--- src/rtl/shift_seq_ctrl.sv ---
// Sequential arithmetic left shifter: accepts (A, B) over valid/ready and
// shifts A left one bit per clock, B times (clamped to BITS), tracking
// sign-change overflow. The result is held in DONE until the consumer takes it.
module shift_seq_ctrl #(
   parameter int BITS = 32
) (
   input  logic            i_clk,
   input  logic            i_rst_n,
   input  logic            i_valid,
   output logic            o_in_ready,
   input  logic [BITS-1:0] i_arg_A,
   input  logic [BITS-1:0] i_arg_B,
   input  logic            i_clear,
   output logic            o_valid,
   input  logic            i_ready,
   output logic [BITS-1:0] o_result,
   output logic            o_error,
   output logic            o_overflow,
   output logic            o_busy
);

   localparam int CW = $clog2(BITS + 1);
   localparam logic [BITS-1:0] BITS_V  = BITS'(BITS);
   localparam logic [CW-1:0]   CNT_MAX = CW'(BITS);

   typedef enum logic [1:0] {IDLE, SHIFT, DONE} state_t;

   state_t          state_q, state_d;
   logic [BITS-1:0] acc_q, acc_d;
   logic [CW-1:0]   cnt_q, cnt_d;
   logic            err_q, err_d;
   logic            ovf_q, ovf_d;
   logic            valid_q, valid_d;
   logic [BITS-1:0] result_q, result_d;
   logic            error_q, error_d;
   logic            overflow_q, overflow_d;

   // Next-state datapath; output registers are loaded from next-state values
   // so o_valid/o_result appear in the same cycle the FSM sits in DONE.
   always_comb begin
      state_d = state_q;
      acc_d   = acc_q;
      cnt_d   = cnt_q;
      err_d   = err_q;
      ovf_d   = ovf_q;
      case (state_q)
         IDLE: begin
            if (i_valid) begin
               acc_d = i_arg_A;
               err_d = i_arg_B[BITS-1];
               ovf_d = 1'b0;
               if (i_arg_B[BITS-1])
                  cnt_d = '0;
               else if (i_arg_B >= BITS_V)
                  cnt_d = CNT_MAX;
               else
                  cnt_d = i_arg_B[CW-1:0];
               state_d = (i_arg_B[BITS-1] || i_arg_B == '0) ? DONE : SHIFT;
            end
         end
         SHIFT: begin
            // Any top-two-bit disagreement before a shift means a sign change.
            ovf_d = ovf_q | (acc_q[BITS-1] ^ acc_q[BITS-2]);
            acc_d = {acc_q[BITS-2:0], 1'b0};
            cnt_d = cnt_q - 1'b1;
            if (cnt_q == CW'(1))
               state_d = DONE;
         end
         DONE: begin
            if (i_ready)
               state_d = IDLE;
         end
         default: state_d = IDLE;
      endcase
      // Abort wins over everything, including an accept in IDLE.
      if (i_clear) begin
         state_d = IDLE;
         acc_d   = '0;
         cnt_d   = '0;
         err_d   = 1'b0;
         ovf_d   = 1'b0;
      end
      valid_d    = (state_d == DONE);
      result_d   = (valid_d && !err_d) ? acc_d : '0;
      error_d    = valid_d && err_d;
      overflow_d = valid_d && !err_d && ovf_d;
   end

   // State, datapath and registered outputs.
   always_ff @(posedge i_clk or negedge i_rst_n) begin
      if (!i_rst_n) begin
         state_q    <= IDLE;
         acc_q      <= '0;
         cnt_q      <= '0;
         err_q      <= 1'b0;
         ovf_q      <= 1'b0;
         valid_q    <= 1'b0;
         result_q   <= '0;
         error_q    <= 1'b0;
         overflow_q <= 1'b0;
      end else begin
         state_q    <= state_d;
         acc_q      <= acc_d;
         cnt_q      <= cnt_d;
         err_q      <= err_d;
         ovf_q      <= ovf_d;
         valid_q    <= valid_d;
         result_q   <= result_d;
         error_q    <= error_d;
         overflow_q <= overflow_d;
      end
   end

   assign o_valid    = valid_q;
   assign o_result   = result_q;
   assign o_error    = error_q;
   assign o_overflow = overflow_q;
   assign o_in_ready = (state_q == IDLE);
   assign o_busy     = (state_q != IDLE);

endmodule

--- config.mk ---
export PLATFORM = sky130hd
export DESIGN_NAME = shift_seq_ctrl
export DESIGN_NICKNAME = d
export VERILOG_FILES = /design/src/rtl/shift_seq_ctrl.sv
export SDC_FILE = /design/constraint.sdc
export NUM_CORES = 1
export LEC_CHECK = 0
export BUFFER_PORTS_ARGS = -buffer_cell sky130_fd_sc_hd__buf_4
export CAP_MARGIN = 20
export CORE_MARGIN = 2
export CORE_UTILIZATION = 52
export CTS_CLUSTER_DIAMETER = 120
export DETAILED_ROUTE_END_ITERATION = 6
export PLACE_DENSITY = 0.81
export SLEW_MARGIN = 40
export SYNTH_ARGS = -nofsm -noshare
export SYNTH_HDL_FRONTEND = slang
export SYNTH_SLANG_ARGS = --single-unit
export TNS_END_PERCENT = 10
--- constraint.sdc ---
create_clock -name i_clk -period 1.9 [get_ports i_clk]
set_clock_uncertainty 0.05 [all_clocks]
set_input_delay 0.095 -clock i_clk [delete_from_list [all_inputs] [get_ports i_clk]]
set_output_delay 0.095 -clock i_clk [all_outputs]
set_load 0.005 [all_outputs]
==> out/summary.json, run 1 <==
{
  "timing": {
    "final_hold_viol_count": 0,
    "setup_violations": 0,
    "hold_ws_ns": 0.0420,
    "tightestPinTransition_ns": 0.493,
    "grt_setup_unrepaired": "false",
    "layout_min_cycle_time_ns": 1.88,
    "fmax_ghz": 0.533,
    "period_share_pct": 98.7,
    "max_slew_violation_total_from_the_final_report": 0,
    "fin_tns_setup_ns": 0,
    "worst_slew_margin_rel_pct": 67.2,
    "layout_setup_ws_ns": 0.0244
  },
  "critical_path": {
    "critical-path-top-cell-by-count": "sky130_fd_sc_hd__buf_4",
    "worstRegToRegCells": 5,
    "critPathSlowestCell": "sky130_fd_sc_hd__dlygate4sd3_1",
    "critical_path.startpoint": "i_arg_B[2]",
    "critical-path-max-stage-delay_ns": 0.55,
    "worstReg2RegStart": "cnt_q[3]",
    "timing.critical_path.arrival_ns": 2.09,
    "critical_path.cell_chain": "dlygate4sd3_1, buf_4, or4_1, nor2_2, nand4_1, buf_4, buf_2, a21boi_1",
    "critical_path_required_ns": 2.12,
    "critPathMaxFanout": 5,
    "worst_setup_path_start_kind": "input pin",
    "setup.reg_to_reg.worst_slack_ns": 0.09,
    "endpoint_kind": "flop",
    "crit_type": "in2reg",
    "timing.rr.end": "o_result[31]"
  },
  "clock_tree": {
    "clk_latency_ns": 0.35,
    "clock-sinks": 77,
    "clk_root_buffer_cell": "sky130_fd_sc_hd__clkbuf_8",
    "cts_tree": "yes",
    "htree_num_levels": 3,
    "cts.path.max_buffers": 2,
    "cts.reportedPaths.clkPinSlew_ns": 0.08,
    "tritoncts.num_buffers": 9
  },
  "routing": {
    "via_count": 3383,
    "route.final.wire_length_mm": 9.92,
    "postRouteAntennaNets": 0,
    "drt_pre_antenna_iters": 5,
    "post-route-drc-count": 0,
    "detail_route.wl_per_cell_um": 17.8,
    "drt_iter0_markers": 271,
    "viasPerCell": 6.08
  },
  "logic_synthesis": {
    "postSynth.topFlopCell": "sky130_fd_sc_hd__dfrtp_1",
    "netlist_top_cells_area": "sky130_fd_sc_hd__dfrtp_1, sky130_fd_sc_hd__a211oi_1, sky130_fd_sc_hd__a21boi_1, sky130_fd_sc_hd__o22ai_1, sky130_fd_sc_hd__o21ai_0",
    "ys_seq_elements": 77,
    "synth-edff-count": 0,
    "syn_nets": 424,
    "seq_area_frac_synth_pct": 53.3,
    "synthArstFlopShare_pct": 100,
    "mappedNetlistArea_sq_mm": 0.00362,
    "post-synth-top-count-cell": "sky130_fd_sc_hd__dfrtp_1",
    "synthesis_warnings": 0,
    "ys_top_cells_by_count": "sky130_fd_sc_hd__dfrtp_1, sky130_fd_sc_hd__nor2_1, sky130_fd_sc_hd__o21ai_0, sky130_fd_sc_hd__o22ai_1",
    "syn-instance-count": 353,
    "synth.lib_cells_used.distinct": 41,
    "synth_area_per_cell_sq_um": 10.2,
    "synth_top_area_cell": "sky130_fd_sc_hd__dfrtp_1",
    "yosysTopAreaCellShare_pct": 53.3
  },
  "global_route": {
    "grt_max_degree": 38,
    "groute.layer.met3.usage_pct": 4.36,
    "global_route_wire_length_before_repair_mm": 16.1,
    "use_met1_pct": 35.8,
    "grt_remaining_overflow": 0,
    "first_global_vias": 3383,
    "global_route.usage.met2_pct": 44.9,
    "number_of_antenna_violations_at_the_first_check_in_global_routing": 0,
    "grt_most_used_layer": "met2",
    "grt.total_usage_pct": 27.1
  },
  "power": {
    "total_power_mw": 3.61,
    "power.density_mw_per_mm2": 748,
    "worst_ir_drop_vdd_mv": 0.440,
    "static-leakage-power_nw": 2.26
  },
  "layout": {
    "area_growth_pct": 33.7,
    "insertedDiodeCount": 0,
    "post_route_cells_drive_above_1_share_pct": 32.4,
    "nets": 542,
    "post-route-cell-area_sq_mm": 0.00483
  },
  "floorplanning": {
    "floorplan.io_pins": 106,
    "die_height_um": 87.4,
    "chipWidth_um": 87.4,
    "placementRows": 30,
    "initial_utilization_pct": 53.5,
    "die_area_sq_mm": 0.00764,
    "placeableCoreArea_sq_mm": 0.00676
  },
  "worst_hold_path": {
    "timing.hold.worst_path_depth": 3,
    "timing.hold.worst.start": "i_arg_B[31]",
    "min_path_type": "in2reg",
    "min_to": "err_q"
  },
  "placement": {
    "post_dp_cell_area_sq_mm": 0.00456,
    "place.detailed.hpwl_mm": 6.56,
    "dpl_worst_slack_ns": 0.117,
    "globalplace.congestion": 0.851,
    "buffer_ports.inserted": 105
  },
  "run_status": {
    "outcome": "complete, no violations"
  },
  "job": {
    "max-cap-violations": 0
  }
}
-- area by class of cell --
class	count	area, sq um
Clock buffer	10	128
Clock inverter	6	38.8
Fill cell	510	1920
Inverter	7	26.3
Multi-Input combinational cell	238	1520
Sequential cell	77	1930
Tap cell	80	100
Timing Repair Buffer	138	1100
-- worst max-delay path by stage --
stage	endpoint	slack [ns]	depth (start not counted)
after floorplan	o_result[0]	0.22	4
after global placement	o_overflow	0.16	5
after detailed placement	o_result[31]	0.12	5
after CTS	o_result[31]	0.03	7
after global routing	o_result[12]	0.0006	8
final	o_result[11]	0.02	8
-- where the power goes --
| group | internal (mW) | switching [mW] | leakage, nW |
|---|---|---|---|
| Combinational | 0.345 | 0.355 | 1.13 |
| Clock | 0.472 | 0.612 | 0.0824 |
| Sequential | 1.74 | 0.0876 | 1.04 |
-- cells in the final DEF, fill, tap and decap left out, drive strengths merged, types with 4 or more instances in the layout --
cell         synthesis  final
nor2                38     38
nand2                4      4
o22ai               31     31
a21boi              33     33
dlygate4sd3          0      7
inv                  7      8
clkbuf              16     10
nor3b                4      4
dfrtp               77     77
nand2b               6      6
o21ai               34     34
nor4                 7      7
a211oi              30     30
nor3                 6      6
a21oi                9      9
buf                 15    131
o2bb2ai              5      5
-- metal layers --
layer,vias up,share of wire [%],wire (um)
li1,1554,-,-
met1,1616,41,4110
met2,192,49,4890
met3,21,7.6,757
met4,0,1.7,165
met5,-,0,0
-- repair_timing --
item	in CTS	in global routing
resized for setup	0	7
setup endpoints to repair	0	25
setup buffers	0	1
hold endpoints to repair	43	0
hold buffers	7	0
-- cell families after synthesis --
family	synth area share, %
flip-flops	53.3
XOR/XNOR	0.242
buffers and inverters	4.95
AND/OR/NAND/NOR	11.7
adder cells (fa/ha/maj)	0.692
AO/OA/AOI/OAI	28.3
multiplexers	0.865
-- registers in the layout, indices dropped and copies added, names as in the netlist, 2 cells and up --
register,flops
acc_q,32
cnt_q,6
o_result,32
state_q,2
-- critical path, delay by kind of cell --
kind            cells  cell delay, ns
simple gates        3            0.76
buf+inv             4            1.05
compound gates      1            0.18
-- through the flow --
step	utilization, %	std cells
after CTS	71.0	553
final	71.5	556
after global placement	67.5	530
after floorplan	-	353
after global routing	71.5	556
after detailed placement	67.5	530
Power figures use the tool's default switching activity.
==> run 2, diff against run 1 <==
==> constraint.sdc (replaced) <==
create_clock -name i_clk -period 1.82 [get_ports i_clk]
set_clock_uncertainty 0.05 [all_clocks]
set_input_delay 0.091 -clock i_clk [delete_from_list [all_inputs] [get_ports i_clk]]
set_output_delay 0.091 -clock i_clk [all_outputs]
set_load 0.005 [all_outputs]
==> out/summary.json, run 2 (synthesis gave the netlist of run 1 again) <==
{
  "run_status": {
    "outcome": {"value": "complete, no violations", "change": "unchanged"}
  },
  "critical_path": {
    "critPathMaxFanout": {"value": 4, "change": "was 5"},
    "critical_path_required": {"value": 2.00, "unit": "ns", "change": "was 2.12 ns"},
    "crit_buf_inv": {"value": 0, "change": "was 4"},
    "crit_type": {"value": "reg2reg", "change": "was in2reg"},
    "timing.critical_path.max_delay_family": {"value": "simple AND/OR/NAND/NOR gates", "change": "was buffers and inverters"},
    "critPathSlowestCell": {"value": "sky130_fd_sc_hd__or3_4", "change": "was sky130_fd_sc_hd__dlygate4sd3_1"},
    "worst_setup_path_start_kind": {"value": "flop", "change": "was input pin"},
    "endpoint_kind": {"value": "flop", "change": "unchanged"},
    "critical_path.cell_chain": {"value": "or3_4, nor4b_4, o21ai_1, a2111oi_2", "change": "was dlygate4sd3_1, buf_4, or4_1, nor2_2, nand4_1, buf_4, buf_2, a21boi_1"},
    "critical-path-max-stage-delay": {"value": 0.42, "unit": "ns", "change": "was 0.55 ns"},
    "timing.critical_path.arrival": {"value": 1.94, "unit": "ns", "change": "was 2.09 ns"}
  },
  "global_route": {
    "first_global_vias": {"value": 3415, "change": "was 3383"},
    "grt_max_degree": {"value": 41, "change": "was 38"},
    "grt_remaining_overflow": {"value": 0, "change": "unchanged"},
    "global_route_wire_length_before_repair": {"value": 16.1, "unit": "mm", "change": "about the same"},
    "number_of_antenna_violations_at_the_first_check_in_global_routing": {"value": 0, "change": "unchanged"},
    "grt.total_usage": {"value": 27.3, "unit": "%", "change": "was 27.1%"}
  },
  "layout": {
    "commonest_cells_after_routing_fill_and_taps_aside": {"value": "sky130_fd_sc_hd__buf_4, sky130_fd_sc_hd__dfrtp_1, sky130_fd_sc_hd__nor2_1", "change": "unchanged"},
    "most_common_cell_after_layout_fill_and_taps_aside": {"value": "sky130_fd_sc_hd__buf_4", "change": "unchanged"},
    "area_growth": {"value": 34.7, "unit": "%", "change": "was 33.7%"},
    "nets": {"value": 540, "change": "was 542"},
    "post_route_cells_drive_above_1_share": {"value": 33.4, "unit": "%", "change": "was 32.4%"},
    "insertedDiodeCount": {"value": 0, "change": "unchanged"},
    "fill_cell_total_of_the_finished_layout": {"value": 496, "change": "was 510"}
  },
  "timing": {
    "tightestPinTransition": {"value": 0.511, "unit": "ns", "change": "was 0.493 ns"},
    "setup_violations": {"value": 0, "change": "unchanged"},
    "layout_min_cycle_time_ns": 1.75,
    "worst_slew_margin_rel": {"value": 65.9, "unit": "%", "change": "was 67.2%"},
    "period_share_pct": 96.3,
    "hold_ws": {"value": 0.0400, "unit": "ns", "change": "was 0.0420 ns"},
    "grt_setup_unrepaired": {"value": "true", "change": "was false"},
    "max_slew_violation_total_from_the_final_report": {"value": 0, "change": "unchanged"},
    "final_hold_viol_count": {"value": 0, "change": "unchanged"},
    "fmax_ghz": 0.570,
    "layout_setup_ws": {"value": 0.0667, "unit": "ns", "change": "was 0.0244 ns"}
  },
  "power": {
    "static-leakage-power": {"value": 2.27, "unit": "nW", "change": "was 2.26 nW"},
    "worst_ir_drop_vdd": {"value": 0.462, "unit": "mV", "change": "was 0.440 mV"},
    "power.density": {"value": 805, "unit": "mW/mm^2", "change": "was 748 mW/mm^2"}
  },
  "clock_tree": {
    "htree_num_levels": {"value": 3, "change": "unchanged"},
    "clk_root_buffer_cell": {"value": "sky130_fd_sc_hd__clkbuf_8", "change": "unchanged"},
    "cts.path.max_buffers": {"value": 2, "change": "unchanged"},
    "clock-sinks": {"value": 77, "change": "unchanged"},
    "cts.reportedPaths.clkPinSlew": {"value": 0.07, "unit": "ns", "change": "was 0.08 ns"},
    "cts_tree": {"value": "yes", "change": "unchanged"},
    "clk_latency": {"value": 0.35, "unit": "ns", "change": "about the same"},
    "tritoncts.num_buffers": {"value": 9, "change": "unchanged"},
    "buffers_inserted_by_post_cts_timing_repair": {"value": 0, "change": "unchanged"}
  },
  "placement": {
    "buffer_ports.inserted": {"value": 105, "change": "unchanged"},
    "place.detailed.hpwl": {"value": 6.45, "unit": "mm", "change": "was 6.56 mm"},
    "dpl_worst_slack": {"value": 0.0319, "unit": "ns", "change": "was 0.117 ns"},
    "globalplace.congestion": {"value": 0.827, "change": "was 0.851"}
  },
  "routing": {
    "post-route-drc-count": {"value": 0, "change": "unchanged"},
    "viasPerCell": {"value": 6.01, "change": "was 6.08"},
    "detail_route.wl_per_cell": {"value": 17.4, "unit": "um", "change": "was 17.8 um"},
    "drt_pre_antenna_iters": {"value": 4, "change": "was 5"},
    "postRouteAntennaNets": {"value": 0, "change": "unchanged"},
    "via_count": {"value": 3326, "change": "was 3383"},
    "drt_iter0_markers": {"value": 279, "change": "was 271"},
    "route.final.wire_length": {"value": 9.62, "unit": "mm", "change": "was 9.92 mm"}
  },
  "floorplanning": {
    "chipWidth": {"value": 87.4, "unit": "um", "change": "unchanged"},
    "initial_utilization": {"value": 53.5, "unit": "%", "change": "unchanged"},
    "placementRows": {"value": 30, "change": "unchanged"},
    "die_height": {"value": 87.4, "unit": "um", "change": "unchanged"},
    "floorplan.io_pins": {"value": 106, "change": "unchanged"},
    "placeableCoreArea": {"value": 0.00676, "unit": "sq mm", "change": "unchanged"},
    "die_area": {"value": 0.00764, "unit": "sq mm", "change": "unchanged"}
  },
  "job": {
    "max-cap-violations": {"value": 0, "change": "unchanged"}
  },
  "worst_hold_path": {
    "min_path_type": {"value": "in2reg", "change": "unchanged"}
  }
}
run 2: metal layers:
layer | wire, um | global-route usage [%]
met5 | 0 | 0
met4 | 133 | 10.8
met3 | 692 | 6.16
met2 | 4720 | 42.8
met1 | 4070 | 37.0
run 2: metrics by stage:
step / area [sq um] / total power [mW] / instances / utilization (%) / TNS, ns
2_1_floorplan: 3620 / 2.33 / 353 / - / 0
3_5_place_dp: 4570 / 2.65 / 531 / 67.6 / 0
3_3_place_gp: 4570 / 2.62 / 531 / 67.6 / 0
6_report: 4870 / 3.92 / 553 / 72.1 / 0
5_1_grt: 4870 / 4.11 / 553 / 72.1 / -0.0158
4_1_cts: 4830 / 3.91 / 553 / 71.5 / 0
run 2: path summary, 6_finish.rpt:
| path | startpoint | end | slack, ns | depth (start not counted) |
|---|---|---|---|---|
| max | cnt_q[3] | o_result[0] | 0.07 | 4 |
| min | i_arg_B[31] | err_q | 0.04 | 3 |
| max reg2reg | cnt_q[3] | o_result[0] | 0.07 | 4 |
| min reg2reg | acc_q[3] | acc_q[4] | 0.54 | 2 |
| max in group asynchronous | i_rst_n | acc_q[30] | 0.94 | 3 |
| min in group asynchronous | i_rst_n | o_result[6] | 0.20 | 2 |
run 2: power breakdown:
part           switching (mW)  leakage (nW)  internal (mW)  total, mW
logic                   0.377          1.13          0.364      0.741
clock network           0.608        0.0992          0.662       1.27
registers              0.0904          1.04           1.82       1.91
total                    1.08          2.27           2.84       3.92
run 2: timing repair:
action                                  CTS  global route
hold endpoints to repair                 45             0
endpoints found under the setup margin    0            30
hold buffers                              7             0
resized for setup                         0            12
run 2: tightest hold or removal path: stages:
cell and delay (ns):
sky130_fd_sc_hd__buf_4 0.14, sky130_fd_sc_hd__nand2_1 0.05, sky130_fd_sc_hd__a21oi_1 0.10
run 2: final cells by class:
cell class,instances,area (sq um),share of cell area [%]
Tap cell,80,100,2.06
Multi-Input combinational cell,238,1550,31.7
Timing Repair Buffer,136,1080,22.2
Sequential cell,77,1930,39.6
Clock buffer,11,141,2.90
Clock inverter,4,48.8,1.00
Inverter,7,26.3,0.540
==> run 3, diff against run 2 <==
--- a/config.mk
+++ b/config.mk
@@ -11,8 +11,9 @@
 export CORE_UTILIZATION = 52
 export CTS_CLUSTER_DIAMETER = 120
 export DETAILED_ROUTE_END_ITERATION = 6
+export HOLD_SLACK_MARGIN = 0.15
 export PLACE_DENSITY = 0.81
-export SLEW_MARGIN = 40
+export SLEW_MARGIN = 20
 export SYNTH_ARGS = -nofsm -noshare
 export SYNTH_HDL_FRONTEND = slang
 export SYNTH_SLANG_ARGS = --single-unit
==> out/summary.json, run 3 (synthesis gave the netlist of run 1 again) <==
{
  "placement": {
    "place.detailed.hpwl": {"value": 6.45, "unit": "mm", "change": "unchanged"},
    "buffer_ports.inserted": {"value": 105, "change": "unchanged"},
    "globalplace.congestion": {"value": 0.827, "change": "unchanged"}
  },
  "power": {
    "power_switching": {"value": 1.10, "unit": "mW", "change": "was 1.08 mW"},
    "static-leakage-power": {"value": 2.41, "unit": "nW", "change": "was 2.27 nW"},
    "worst_ir_drop_vdd": {"value": 0.469, "unit": "mV", "change": "was 0.462 mV"},
    "power.density": {"value": 765, "unit": "mW/mm^2", "change": "was 805 mW/mm^2"},
    "comb_power_share": {"value": 20.2, "unit": "%", "change": "was 18.9%"},
    "netSwitchingFraction": {"value": 27.6, "unit": "%", "change": "was 27.4%"},
    "seq_power_share": {"value": 47.8, "unit": "%", "change": "was 48.7%"},
    "intPower": {"value": 2.89, "unit": "mW", "change": "was 2.84 mW"},
    "power.share.clock": {"value": 32.0, "unit": "%", "change": "was 32.4%"}
  },
  "critical_path": {
    "critical-path-max-stage-delay": {"value": 0.58, "unit": "ns", "change": "was 0.42 ns"},
    "critPathMaxFanout": {"value": 2, "change": "was 4"},
    "critical-path-top-cell-by-count": "sky130_fd_sc_hd__dlygate4sd3_1",
    "critical_path.cell_chain": {"value": "dlygate4sd3_1, buf_4, nor3_2, nand3_1, dlygate4sd3_1, o21ai_0, o211ai_1", "change": "was or3_4, nor4b_4, o21ai_1, a2111oi_2"},
    "critical_path_required": {"value": 1.99, "unit": "ns", "change": "was 2.00 ns"},
    "critPathSlowestCell": {"value": "sky130_fd_sc_hd__dlygate4sd3_1", "change": "was sky130_fd_sc_hd__or3_4"},
    "endpoint_kind": {"value": "flop", "change": "unchanged"},
    "crit_type": {"value": "in2reg", "change": "was reg2reg"},
    "worst_setup_path_start_kind": {"value": "input pin", "change": "was flop"},
    "timing.critical_path.arrival": {"value": 1.90, "unit": "ns", "change": "was 1.94 ns"}
  },
  "layout": {
    "commonest_cells_after_routing_fill_and_taps_aside": {"value": "sky130_fd_sc_hd__buf_4, sky130_fd_sc_hd__dfrtp_1, sky130_fd_sc_hd__dlygate4sd3_1", "change": "was sky130_fd_sc_hd__buf_4, sky130_fd_sc_hd__dfrtp_1, sky130_fd_sc_hd__nor2_1"},
    "most_common_cell_after_layout_fill_and_taps_aside": {"value": "sky130_fd_sc_hd__buf_4", "change": "unchanged"},
    "post_route_cells_drive_above_1_share": {"value": 31.6, "unit": "%", "change": "was 33.4%"},
    "fill_cell_total_of_the_finished_layout": {"value": 442, "change": "was 496"},
    "insertedDiodeCount": {"value": 0, "change": "unchanged"},
    "nets": {"value": 574, "change": "was 540"},
    "fin_util": {"value": 77.3, "unit": "%", "change": "was 72.1%"},
    "area_growth": {"value": 44.4, "unit": "%", "change": "was 34.7%"}
  },
  "clock_tree": {
    "clk_root_buffer_cell": {"value": "sky130_fd_sc_hd__clkbuf_8", "change": "unchanged"},
    "buffers_inserted_by_post_cts_timing_repair": {"value": 0, "change": "unchanged"},
    "htree_num_levels": {"value": 3, "change": "unchanged"},
    "clk_latency": {"value": 0.35, "unit": "ns", "change": "about the same"},
    "clock-sinks": {"value": 77, "change": "unchanged"},
    "cts_tree": {"value": "yes", "change": "unchanged"},
    "cts.reportedPaths.clkPinSlew": {"value": 0.08, "unit": "ns", "change": "was 0.07 ns"},
    "tritoncts.num_buffers": {"value": 9, "change": "unchanged"},
    "cts.path.max_buffers": {"value": 2, "change": "unchanged"}
  },
  "global_route": {
    "global_route_wire_length_before_repair": {"value": 16.8, "unit": "mm", "change": "was 16.1 mm"},
    "first_global_vias": {"value": 3534, "change": "was 3415"},
    "grt_remaining_overflow": {"value": 0, "change": "unchanged"},
    "number_of_antenna_violations_at_the_first_check_in_global_routing": {"value": 0, "change": "unchanged"},
    "grt.total_usage": {"value": 28.5, "unit": "%", "change": "was 27.3%"},
    "grt_max_degree": {"value": 41, "change": "unchanged"}
  },
  "timing": {
    "worst_slew_margin_rel": {"value": 65.9, "unit": "%", "change": "about the same"},
    "final_hold_viol_count": {"value": 0, "change": "unchanged"},
    "layout_min_cycle_time": {"value": 1.73, "unit": "ns", "change": "was 1.75 ns"},
    "grt_setup_unrepaired": {"value": "true", "change": "unchanged"},
    "period_share": {"value": 95.1, "unit": "%", "change": "was 96.3%"},
    "fmax": {"value": 0.578, "unit": "GHz", "change": "was 0.570 GHz"},
    "fin_tns_setup": {"value": 0, "unit": "ns", "change": "unchanged"},
    "max_slew_violation_total_from_the_final_report": {"value": 0, "change": "unchanged"},
    "setup_violations": {"value": 0, "change": "unchanged"},
    "tightestPinTransition": {"value": 0.512, "unit": "ns", "change": "was 0.511 ns"}
  },
  "routing": {
    "postRouteAntennaNets": {"value": 0, "change": "unchanged"},
    "post-route-drc-count": {"value": 0, "change": "unchanged"},
    "detail_route.wl_per_cell": {"value": 17.3, "unit": "um", "change": "was 17.4 um"},
    "route.final.wire_length": {"value": 10.2, "unit": "mm", "change": "was 9.62 mm"},
    "via_count": {"value": 3479, "change": "was 3326"},
    "drt_pre_antenna_iters": {"value": 5, "change": "was 4"},
    "drt_iter0_markers": {"value": 261, "change": "was 279"},
    "viasPerCell": {"value": 5.93, "change": "was 6.01"}
  },
  "worst_hold_path": {
    "min_path_type": {"value": "in2reg", "change": "unchanged"}
  },
  "floorplanning": {
    "placeableCoreArea": {"value": 0.00676, "unit": "sq mm", "change": "unchanged"},
    "floorplan.io_pins": {"value": 106, "change": "unchanged"},
    "chipWidth": {"value": 87.4, "unit": "um", "change": "unchanged"},
    "die_height": {"value": 87.4, "unit": "um", "change": "unchanged"},
    "initial_utilization": {"value": 53.5, "unit": "%", "change": "unchanged"},
    "placementRows": {"value": 30, "change": "unchanged"},
    "die_area": {"value": 0.00764, "unit": "sq mm", "change": "unchanged"}
  },
  "job": {
    "max-cap-violations": {"value": 0, "change": "unchanged"}
  },
  "run_status": {
    "outcome": {"value": "complete, no violations", "change": "unchanged"}
  }
}
## run 3: critical path, delay by kind of cell
kind,cells,cell delay [ns]
simple gates,2,0.25
buf+inv,3,1.26
compound gates,2,0.30
## run 3: repair_timing
action / CTS / global route
setup endpoints to repair: 0 / 38
gates resized for setup: 0 / 14
hold endpoints to repair: 121 / 0
hold buffers: 41 / 0
## run 3: layout make-up
type                            instances  area [sq um]  share of cell area, %
Multi-Input combinational cell        238          1560                   29.8
Sequential cell                        77          1930                   36.9
Clock inverter                          4          48.8                  0.935
Timing Repair Buffer                  170          1420                   27.2
Tap cell                               80           100                   1.92
Clock buffer                           11           141                   2.71
Inverter                                7          26.3                  0.503
## run 3: routing by layer
metal  part of all wire (%)  track usage (%)  vias up
met3                    6.9             5.78       23
met1                     42             39.0     1675
li1                       -                -     1611
met4                    2.0             11.2        0
met2                     49             44.8      170
met5                      0                0        -
## run 3: power by group through the flow
stage          Sequential [mW]  Combinational, mW  Clock [mW]
2_1_floorplan             1.92              0.411           0
3_3_place_gp              1.93              0.686           0
3_5_place_dp              1.94              0.710           0
4_1_cts                   1.90              0.781        1.28
5_1_grt                   1.92              0.883        1.37
6_report                  1.91              0.806        1.28
## run 3: metrics by stage
step | hold slack (ns) | instances | cell area, sq um | total power, mW | setup WS [ns]
6_report | 0.165 | 587 | 5220 | 3.99 | 0.0901
3_3_place_gp | 0.0424 | 531 | 4570 | 2.62 | 0.0999
2_1_floorplan | -0.255 | 353 | 3620 | 2.33 | 0.136
4_1_cts | 0.160 | 587 | 5170 | 3.97 | 0.0158
3_5_place_dp | 0.0481 | 531 | 4570 | 2.65 | 0.0319
5_1_grt | 0.187 | 587 | 5220 | 4.18 | -0.0163
## run 3: final timing paths
check                            startpoint           end  slack (ns)  depth (start not counted)
worst max-delay path            i_arg_B[28]      cnt_q[5]        0.09                          7
worst min-delay path            i_arg_B[30]      cnt_q[5]        0.17                          5
worst max register to register     cnt_q[3]   o_result[0]        0.09                          4
worst min register to register    acc_q[25]     acc_q[26]        0.55                          2
max in group asynchronous           i_rst_n  o_result[31]        0.94                          3
min in group asynchronous           i_rst_n   o_result[6]        0.20                          2
